===== src/rtl/fetch_unit.sv =====
// Instruction fetch stage: owns the PC, issues single-outstanding word reads to
// instruction memory, buffers responses in a 2-entry queue and hands them to
// decode under valid/ready. Handles redirects and stops permanently on Halt.
module fetch_unit #(
    parameter int unsigned       ADDR_W   = 16,
    parameter int unsigned       INSTR_W  = 16,
    parameter logic [ADDR_W-1:0] RESET_PC = '0
) (
    input  logic               clk,
    input  logic               rst,
    output logic               imem_req,
    output logic [ADDR_W-1:0]  imem_addr,
    input  logic               imem_gnt,
    input  logic               imem_valid,
    input  logic [INSTR_W-1:0] imem_rdata,
    output logic               instr_valid,
    input  logic               instr_ready,
    output logic [INSTR_W-1:0] instr,
    output logic [3:0]         opcode,
    output logic [ADDR_W-1:0]  instr_pc,
    input  logic               redirect,
    input  logic [ADDR_W-1:0]  redirect_pc,
    output logic               halted
);

    typedef enum logic {
        RUN,
        HALTED
    } state_e;

    state_e             state_q, state_d;
    logic [ADDR_W-1:0]  pc_q, pc_d;
    logic [ADDR_W-1:0]  tag_q, tag_d;
    logic               pend_q, pend_d;
    logic               drop_q, drop_d;
    logic [1:0]         cnt_q, cnt_d;
    logic [INSTR_W-1:0] e0_instr_q, e0_instr_d;
    logic [ADDR_W-1:0]  e0_pc_q, e0_pc_d;
    logic [INSTR_W-1:0] e1_instr_q, e1_instr_d;
    logic [ADDR_W-1:0]  e1_pc_q, e1_pc_d;

    logic run;
    logic redir_take;
    logic req;
    logic accept;
    logic pop;
    logic halt_pop;
    logic push;

    // Handshake strobes shared by the datapath and the FSM
    always_comb begin
        run        = (state_q == RUN);
        redir_take = redirect & run;
        req        = !rst & run & !redirect & !pend_q & (cnt_q != 2'd2);
        accept     = req & imem_gnt;
        pop        = (cnt_q != 2'd0) & instr_ready & !redirect;
        halt_pop   = pop & (e0_instr_q[INSTR_W-1 -: 4] == 4'hF);
        // A response is pushed unless it belongs to a discarded fetch or the
        // queue is being flushed this cycle.
        push       = imem_valid & !drop_q & !redir_take & !halt_pop & run;
    end

    // Next PC, outstanding-request tracking and queue contents
    always_comb begin
        pc_d       = pc_q;
        tag_d      = tag_q;
        pend_d     = pend_q;
        drop_d     = drop_q;
        cnt_d      = cnt_q;
        e0_instr_d = e0_instr_q;
        e0_pc_d    = e0_pc_q;
        e1_instr_d = e1_instr_q;
        e1_pc_d    = e1_pc_q;

        if (accept) begin
            pend_d = 1'b1;
            tag_d  = pc_q;
            pc_d   = pc_q + ADDR_W'(1);
        end
        if (imem_valid) begin
            pend_d = 1'b0;
            drop_d = 1'b0;
        end

        if (pop) begin
            e0_instr_d = e1_instr_q;
            e0_pc_d    = e1_pc_q;
        end
        if (push) begin
            // Push lands at the slot that is the tail after this cycle's pop
            if ((cnt_q == 2'd0) || ((cnt_q == 2'd1) && pop)) begin
                e0_instr_d = imem_rdata;
                e0_pc_d    = tag_q;
            end else begin
                e1_instr_d = imem_rdata;
                e1_pc_d    = tag_q;
            end
        end
        case ({push, pop})
            2'b10:   cnt_d = cnt_q + 2'd1;
            2'b01:   cnt_d = cnt_q - 2'd1;
            default: cnt_d = cnt_q;
        endcase

        // Flush; any request still in flight after this cycle must be discarded
        if (redir_take || halt_pop) begin
            cnt_d  = '0;
            drop_d = pend_d;
        end
        if (redir_take) begin
            pc_d = redirect_pc;
        end
    end

    // Datapath registers
    always_ff @(posedge clk or posedge rst) begin
        if (rst) begin
            pc_q       <= RESET_PC;
            tag_q      <= '0;
            pend_q     <= 1'b0;
            drop_q     <= 1'b0;
            cnt_q      <= '0;
            e0_instr_q <= '0;
            e0_pc_q    <= '0;
            e1_instr_q <= '0;
            e1_pc_q    <= '0;
        end else begin
            pc_q       <= pc_d;
            tag_q      <= tag_d;
            pend_q     <= pend_d;
            drop_q     <= drop_d;
            cnt_q      <= cnt_d;
            e0_instr_q <= e0_instr_d;
            e0_pc_q    <= e0_pc_d;
            e1_instr_q <= e1_instr_d;
            e1_pc_q    <= e1_pc_d;
        end
    end

    // FSM state register
    always_ff @(posedge clk or posedge rst) begin
        if (rst) begin
            state_q <= RUN;
        end else begin
            state_q <= state_d;
        end
    end

    // FSM next state: consuming a Halt stops fetch until reset
    always_comb begin
        state_d = state_q;
        if (run && halt_pop) begin
            state_d = HALTED;
        end
    end

    // Outputs, all taken from registers except the request strobe
    always_comb begin
        imem_req    = req;
        imem_addr   = pc_q;
        instr_valid = (cnt_q != 2'd0);
        instr       = e0_instr_q;
        opcode      = e0_instr_q[INSTR_W-1 -: 4];
        instr_pc    = e0_pc_q;
        halted      = (state_q == HALTED);
    end

endmodule

===== config.mk =====
export PLATFORM = sky130hd
export DESIGN_NAME = fetch_unit
export DESIGN_NICKNAME = d
export VERILOG_FILES = /design/src/rtl/fetch_unit.sv
export SDC_FILE = /design/constraint.sdc
export NUM_CORES = 1
export LEC_CHECK = 0
export BUFFER_PORTS_ARGS = -buffer_cell sky130_fd_sc_hd__buf_2
export CORE_AREA = 2 2 96 98
export DETAILED_ROUTE_END_ITERATION = 6
export DIE_AREA = 0 0 98 100
export HOLD_SLACK_MARGIN = 0.15
export MAX_ROUTING_LAYER = met4
export PLACE_DENSITY = 0.79
export SYNTH_ARGS = -nofsm -noshare
export SYNTH_HDL_FRONTEND = slang
export SYNTH_SLANG_ARGS = --single-unit

===== constraint.sdc =====
create_clock -name clk -period 3.3 [get_ports clk]
set_input_delay 0.165 -clock clk [delete_from_list [all_inputs] [get_ports clk]]
set_output_delay 0.165 -clock clk [all_outputs]
set_load 0.05 [all_outputs]

==> impl_metrics.py, run 1 <==
metrics = {
    "cts": {
        "postCtsSetupRepairBufs": 0,
        "hold_buffers": 34,
        "clock_latency_ns": 0.37,
        "htree_levels": 3,
        "cts_tree": "done",
        "cts_buffers": 9,
        "post_cts_resize_count": 0,
        "clock_sinks": 101,
        "clkSlewWorstSetupHoldPaths_ns": 0.09,
        "cts.path.max_buffers": 2,
        "cts-root-buf": "clkbuf_8",
    },
    "cells_and_area": {
        "area_growth_pct": 22.96,
        "mostFrequentLayoutCell": "dfrtp_1",
        "drive_gt1_share_pct": 43.03,
        "stdcell_count": 613,
        "n_antenna_cell": 0,
        "final_cell_mix": "dfrtp_1, mux2_2, buf_2",
        "final_net_count": 541,
    },
    "detailed_routing": {
        "drt_iter0_markers": 173,
        "drc_errors": 0,
        "totalWireLength_mm": 9.778,
        "dr.pass1.iters": 4,
        "routedWlPerCell_um": 15.95,
        "drtAntennaViolNets": 0,
        "drt-vias-per-instance": 5.406,
        "vias": 3314,
    },
    "pwr": {
        "p_seq_share_pct": 38.8,
        "combPwrFrac_pct": 47.2,
        "power_frac_clock_pct": 14.0,
        "power.internal_w": 0.003094,
        "power.switching_w": 0.002470,
        "powerDensity_nw_per_um2": 970.1,
        "p_sw_share_pct": 44.40,
        "leakagePower_nw": 2.705,
        "ir_worst_vdd_mv": 0.5777,
    },
    "worst_setup_path": {
        "slowest_delay_ns": 0.62,
        "worstPathArrival_ns": 2.52,
        "worst-path-buf-inv": 1,
        "critPathCaptureType": "flop",
        "cp.required_ns": 3.55,
        "cp.depth": 4,
        "slowest_stage": "or4b_1",
        "worst-path-max-fanout": 27,
        "crit_chain": "or4b_1 > a21oi_4 > buf_4 > mux2_2",
        "reg2reg_depth": 4,
        "crit_family": "simple AND/OR/NAND/NOR gates",
        "worstSetupPathType": "flop to flop",
        "start_kind": "flop",
    },
    "timing": {
        "worst_pin_slew_ns": 1.072,
        "finalCritPeriodShare_pct": 68.80,
        "timing.fmax_ghz": 0.4405,
        "maxSlewViolCount": 0,
        "max-slew-margin-rel_pct": 28.53,
        "final.setup.tns_ns": 0,
        "hold_violations": 0,
        "skew_ns": 0.01147,
        "rsz0062_at_grt": "no",
        "fin_crit_ns": 2.270,
        "setup_viol_count_final": 0,
    },
    "yosys": {
        "syn-instance-count": 378,
        "yosys.area.top_type_share_pct": 54.18,
        "synth-main-ff-cell": "dfrtp_1",
        "ys_ff_latch": 101,
        "syn_area_per_cell_sq_um": 12.34,
        "synthTopCellsByArea": "dfrtp_1, mux2_2, nand2_1",
        "yosysWarnings": 0,
        "synth-edff-count": 0,
        "synth_cell_types": 46,
        "synth_area_leader_cell": "dfrtp_1",
        "synth_seq_area_share_pct": 54.18,
        "synth-async-reset-ratio_pct": 100.0,
        "netlist_area_sq_um": 4664,
        "syn_nets": 421,
    },
    "global_routing": {
        "gr-total-overflow": 0,
        "grt_max_degree": 91,
        "grt_pass1_wl_mm": 16.12,
        "track_usage_pct": 21.19,
        "grt_pass1_vias": 3337,
        "antenna_found_initial": 0,
    },
    "placement": {
        "portBuffers": 92,
        "dp_cells": 564,
        "dp_hpwl_mm": 6.542,
        "place_congestion": 0.8155,
    },
    "min_path": {
        "whs_path_depth": 4,
        "min_path_type": "input port to flop",
    },
    "floorplanning": {
        "start_util_pct": 52.47,
        "die_x_um": 98,
        "die_area_sq_um": 9800,
        "num_rows": 35,
        "fp.dieH_um": 100,
        "core_sq_um": 8890,
        "top_level_ports": 93,
    },
    "outcome": {
        "status": "completed",
    },
    "job": {
        "cap_violations": 0,
    },
}
-- final cells by class --
cell class | instances | area (sq um)
multi-input cells | 245 | 1997
repair buffers | 131 | 838.3
clock inverters | 6 | 70.07
well taps | 111 | 138.9
fillers | 690 | 3154
clock buffers | 9 | 123.9
inverters | 10 | 40.04
flip-flops and latches | 101 | 2527
-- state kept, by name (all words and copies together) (netlist names) --
register and flops:
instr_pc 16, e1_instr_q 16, tag_q 16, instr 16
cnt_q 2, drop_q 1, halted 1, imem_addr 16
pend_q 1, e1_pc_q 16
-- worst min-delay path: cells and delay by family --
kind | cells | cell delay, ns
compound gates | 1 | 0.07
simple gates | 2 | 0.39
buf+inv | 1 | 0.15
-- per-layer routing --
metal | up-vias | global-route usage, % | routed length, um
li1 | 1567 | - | -
met1 | 1648 | 27.11 | 4299
met2 | 79 | 34.46 | 4926
met3 | 20 | 2.925 | 338
met4 | 0 | 8.654 | 214
met5 | - | - | 0
-- cell usage after synthesis, types with 2 or more instances --
master	instances
a211oi_1	4
a21bo_2	2
a21o_1	5
a31o_2	2
a31oi_1	5
and3_1	4
and4_1	2
buf_1	2
buf_2	4
buf_4	7
clkbuf_1	8
dfrtp_1	101
ha_1	5
inv_1	10
mux2_1	4
mux2_2	92
nand2_1	51
nand3_1	2
nand3b_1	4
nand4_1	4
nor2_1	16
nor3_1	3
nor4_1	3
nor4_4	2
o211ai_1	2
o21a_1	2
o21ai_0	8
o21ai_1	2
xnor2_1	4
xor2_1	2
-- worst paths after layout --
kind	slack, ns	to	start
setup / recovery	1.03	instr[12]	halted
hold / removal	0.45	imem_addr[8]	redirect
setup reg to reg	1.03	instr[12]	halted
hold reg to reg	0.49	e1_instr_q[10]	e1_instr_q[10]
max in group asynchronous	1.88	tag_q[2]	rst
min in group asynchronous	0.65	instr[13]	rst
-- cell families (layout without fill, tap and decap cells) --
family / Yosys count / in the layout / share of synthesized area (%)
compound gates: 37 / 37 / 5.580
xor+xnor: 6 / 6 / 1.127
buf+inv: 32 / 156 / 3.407
flops: 101 / 101 / 54.18
mux: 97 / 97 / 23.39
simple gates: 100 / 100 / 10.97
fa+ha+maj: 5 / 5 / 1.341
-- metrics by stage --
| stage | total power (W) | utilization, % | area (sq um) | setup slack [ns] | hold WS, ns |
|---|---|---|---|---|---|
| after global placement | 0.004698 | 58.51 | 5201 | 1.123 | 0.3523 |
| after CTS | 0.005605 | 64.52 | 5736 | 1.028 | 0.4212 |
| final | 0.005564 | 64.52 | 5736 | 1.030 | 0.4509 |
| after global routing | 0.005892 | 64.52 | 5736 | 0.9483 | 0.4758 |
| after floorplan | 0.004205 | - | 4664 | 0.4879 | 0.2314 |
| after detailed placement | 0.004795 | 58.51 | 5201 | 1.024 | 0.3560 |
-- power groups by stage --
stage	registers, W	logic, W	clock network [W]
floorplan	0.00294	0.00127	0
CTS	0.00216	0.00265	0.000798
detailed placement	0.00219	0.00261	0
finish	0.00216	0.00263	0.000781
global placement	0.00215	0.00255	0
global route	0.00224	0.00280	0.000858
(Power assumes the default switching activity.)
==> run 2: changes to the inputs <==
--- a/config.mk
+++ b/config.mk
@@ -6,12 +6,12 @@
 export NUM_CORES = 1
 export LEC_CHECK = 0
 export BUFFER_PORTS_ARGS = -buffer_cell sky130_fd_sc_hd__buf_2
-export CORE_AREA = 2 2 96 98
+export CORE_AREA = 2 2 100 102
 export DETAILED_ROUTE_END_ITERATION = 6
-export DIE_AREA = 0 0 98 100
+export DIE_AREA = 0 0 102 104
 export HOLD_SLACK_MARGIN = 0.15
 export MAX_ROUTING_LAYER = met4
-export PLACE_DENSITY = 0.79
+export PLACE_DENSITY = 0.76
 export SYNTH_ARGS = -nofsm -noshare
 export SYNTH_HDL_FRONTEND = slang
 export SYNTH_SLANG_ARGS = --single-unit
==> constraint.sdc (replaced) <==
create_clock -name clk -period 2.04 [get_ports clk]
set_input_delay 0.102 -clock clk [delete_from_list [all_inputs] [get_ports clk]]
set_output_delay 0.102 -clock clk [all_outputs]
set_load 0.05 [all_outputs]
==> run 2 against run 1 <==
  * Combinational power up 70%
  * Critical path depth unchanged
  * Clock skew is 0.0014 ns higher
  * Setup slack worse by 0.94 ns
  * Worst hold slack got worse by 0.23 ns
  * Final cell count up 5.9%
  * Register-to-register slack worse by 0.93 ns
  * Flip-flop and latch count unchanged
  * First-iteration DRC count grew 20%
  * Largest power group unchanged
==> impl_metrics.py, run 2 (synthesis gave the netlist of run 1 again) <==
metrics = {
    "timing": {
        "max-slew-margin-rel_pct": 57.99,
        "worst_pin_slew_ns": 0.6301,
        "final.setup.tns_ns": 0,
        "finalCritPeriodShare_pct": 95.58,
        "rsz0062_at_grt": "no",
        "hold_violations": 0,
        "fin_crit_ns": 1.950,
        "skew_ns": 0.01289,
        "setup_viol_count_final": 0,
        "maxSlewViolCount": 0,
        "timing.fmax_ghz": 0.5128,
    },
    "detailed_routing": {
        "wl_met1_mm": 4.502,
        "dr.pass1.iters": 4,
        "vias": 3433,
        "wl_met3_um": 452,
        "totalWireLength_mm": 10.72,
        "drtAntennaViolNets": 0,
        "drt-vias-per-instance": 5.290,
        "dr.max_layer_used": "met4",
        "drt_iter0_markers": 207,
        "dr_wl_met2_mm": 5.534,
        "routedWlPerCell_um": 16.52,
        "drc_errors": 0,
    },
    "cts": {
        "htree_levels": 3,
        "cts_tree": "done",
        "clock_sinks": 101,
        "cts_buffers": 9,
        "clkSlewWorstSetupHoldPaths_ns": 0.09,
        "clock_latency_ns": 0.37,
        "cts.path.max_buffers": 2,
        "cts-root-buf": "clkbuf_8",
    },
    "worst_setup_path": {
        "cp.required_ns": 1.94,
        "worstSetupPathType": "flop to output port",
        "start_kind": "flop",
        "critPathCaptureType": "output port",
        "worst-path-max-fanout": 7,
        "worstPathArrival_ns": 1.85,
    },
    "floorplanning": {
        "core_sq_um": 9549,
        "fp.dieH_um": 104,
        "die_x_um": 102,
        "top_level_ports": 93,
        "die_area_sq_um": 10610,
        "start_util_pct": 48.85,
        "num_rows": 36,
    },
    "cells_and_area": {
        "drive_gt1_share_pct": 45.16,
        "area_growth_pct": 28.51,
        "fill_cells": 779,
        "n_antenna_cell": 0,
        "final_net_count": 554,
        "mostFrequentLayoutCell": "dfrtp_1",
        "final_cell_mix": "dfrtp_1, mux2_2, buf_2",
    },
    "global_routing": {
        "gr-total-overflow": 0,
        "grt_pass1_wl_mm": 17.25,
        "track_usage_pct": 21.25,
        "grt_pass1_vias": 3558,
        "grt_max_degree": 35,
        "antenna_found_initial": 0,
    },
    "placement": {
        "dp_hpwl_mm": 7.048,
        "place_congestion": 0.8278,
        "portBuffers": 92,
    },
    "pwr": {
        "power.internal_w": 0.005275,
        "leakagePower_nw": 2.806,
        "combPwrFrac_pct": 47.8,
        "power_frac_clock_pct": 14.9,
        "p_sw_share_pct": 43.63,
        "powerDensity_nw_per_um2": 1561,
        "p_seq_share_pct": 37.3,
        "finalPower_w": 0.009358,
        "power.switching_w": 0.004082,
        "ir_worst_vdd_mv": 0.8105,
    },
    "job": {
        "cap_violations": 0,
    },
    "outcome": {
        "status": "completed",
    },
    "min_path": {
        "min_path_type": "input port to flop",
    },
}
## run 2: power by group through the flow
stage / Clock (W) / Sequential [W] / Combinational, W
floorplan: 0 / 0.00475 / 0.00205
global route: 0.00152 / 0.00360 / 0.00475
CTS: 0.00142 / 0.00348 / 0.00443
detailed placement: 0 / 0.00353 / 0.00437
global placement: 0 / 0.00345 / 0.00425
finish: 0.00140 / 0.00349 / 0.00447
## run 2: final cells by class
type	count	area, sq um	share of cell area [%]
clock buffers	10	127.6	2.129
repair buffers	144	1022	17.05
inverters	10	41.29	0.6888
multi-input cells	245	2016	33.63
flip-flops and latches	101	2529	42.18
well taps	133	166.4	2.776
clock inverters	6	92.59	1.545
## run 2: metal layers
layer | global-route usage (%) | vias up
met4 | 8.857 | 0
met5 | - | -
met2 | 33.65 | 101
met3 | 3.562 | 20
li1 | - | 1593
met1 | 27.02 | 1719
## run 2: final timing paths
kind / start / end / slack, ns / cells after the start
min in group asynchronous: rst / instr_pc[1] / 0.34 / 3
worst max register to register: cnt_q[0] / imem_addr[12] / 0.10 / 7
worst max-delay path: pend_q / imem_req / 0.09 / 4
worst min-delay path: imem_gnt / imem_addr[1] / 0.22 / 4
max in group asynchronous: rst / tag_q[10] / 0.96 / 4
worst min register to register: e1_instr_q[9] / e1_instr_q[9] / 0.50 / 1
## run 2: timing repair
action,4_1_cts,5_1_grt
setup buffers,0,3
endpoints found under the setup margin,1,38
gates resized for setup,1,5
hold endpoints to repair,70,0
pin swaps,0,3
gates cloned,0,1
hold buffers,34,0
## run 2: through the flow
step | setup WS (ns) | util, % | area [sq um] | cells | hold WS, ns
after floorplan | 0.02843 | - | 4673 | 378 | 0.1684
after global placement | 0.09492 | 56.15 | 5361 | 595 | 0.1924
after detailed placement | 0.02882 | 56.15 | 5361 | 595 | 0.2036
after CTS | 0.01396 | 62.04 | 5924 | 645 | 0.1835
after global routing | 0.005596 | 62.78 | 5995 | 649 | 0.2396
final | 0.09007 | 62.78 | 5995 | 649 | 0.2226
## run 2: critical path, stage by stage (launching register included)
cell and delay, ns:
dfrtp_1 0.40, or4_4 0.60, buf_4 0.19, nor2_1 0.12
buf_6 0.18
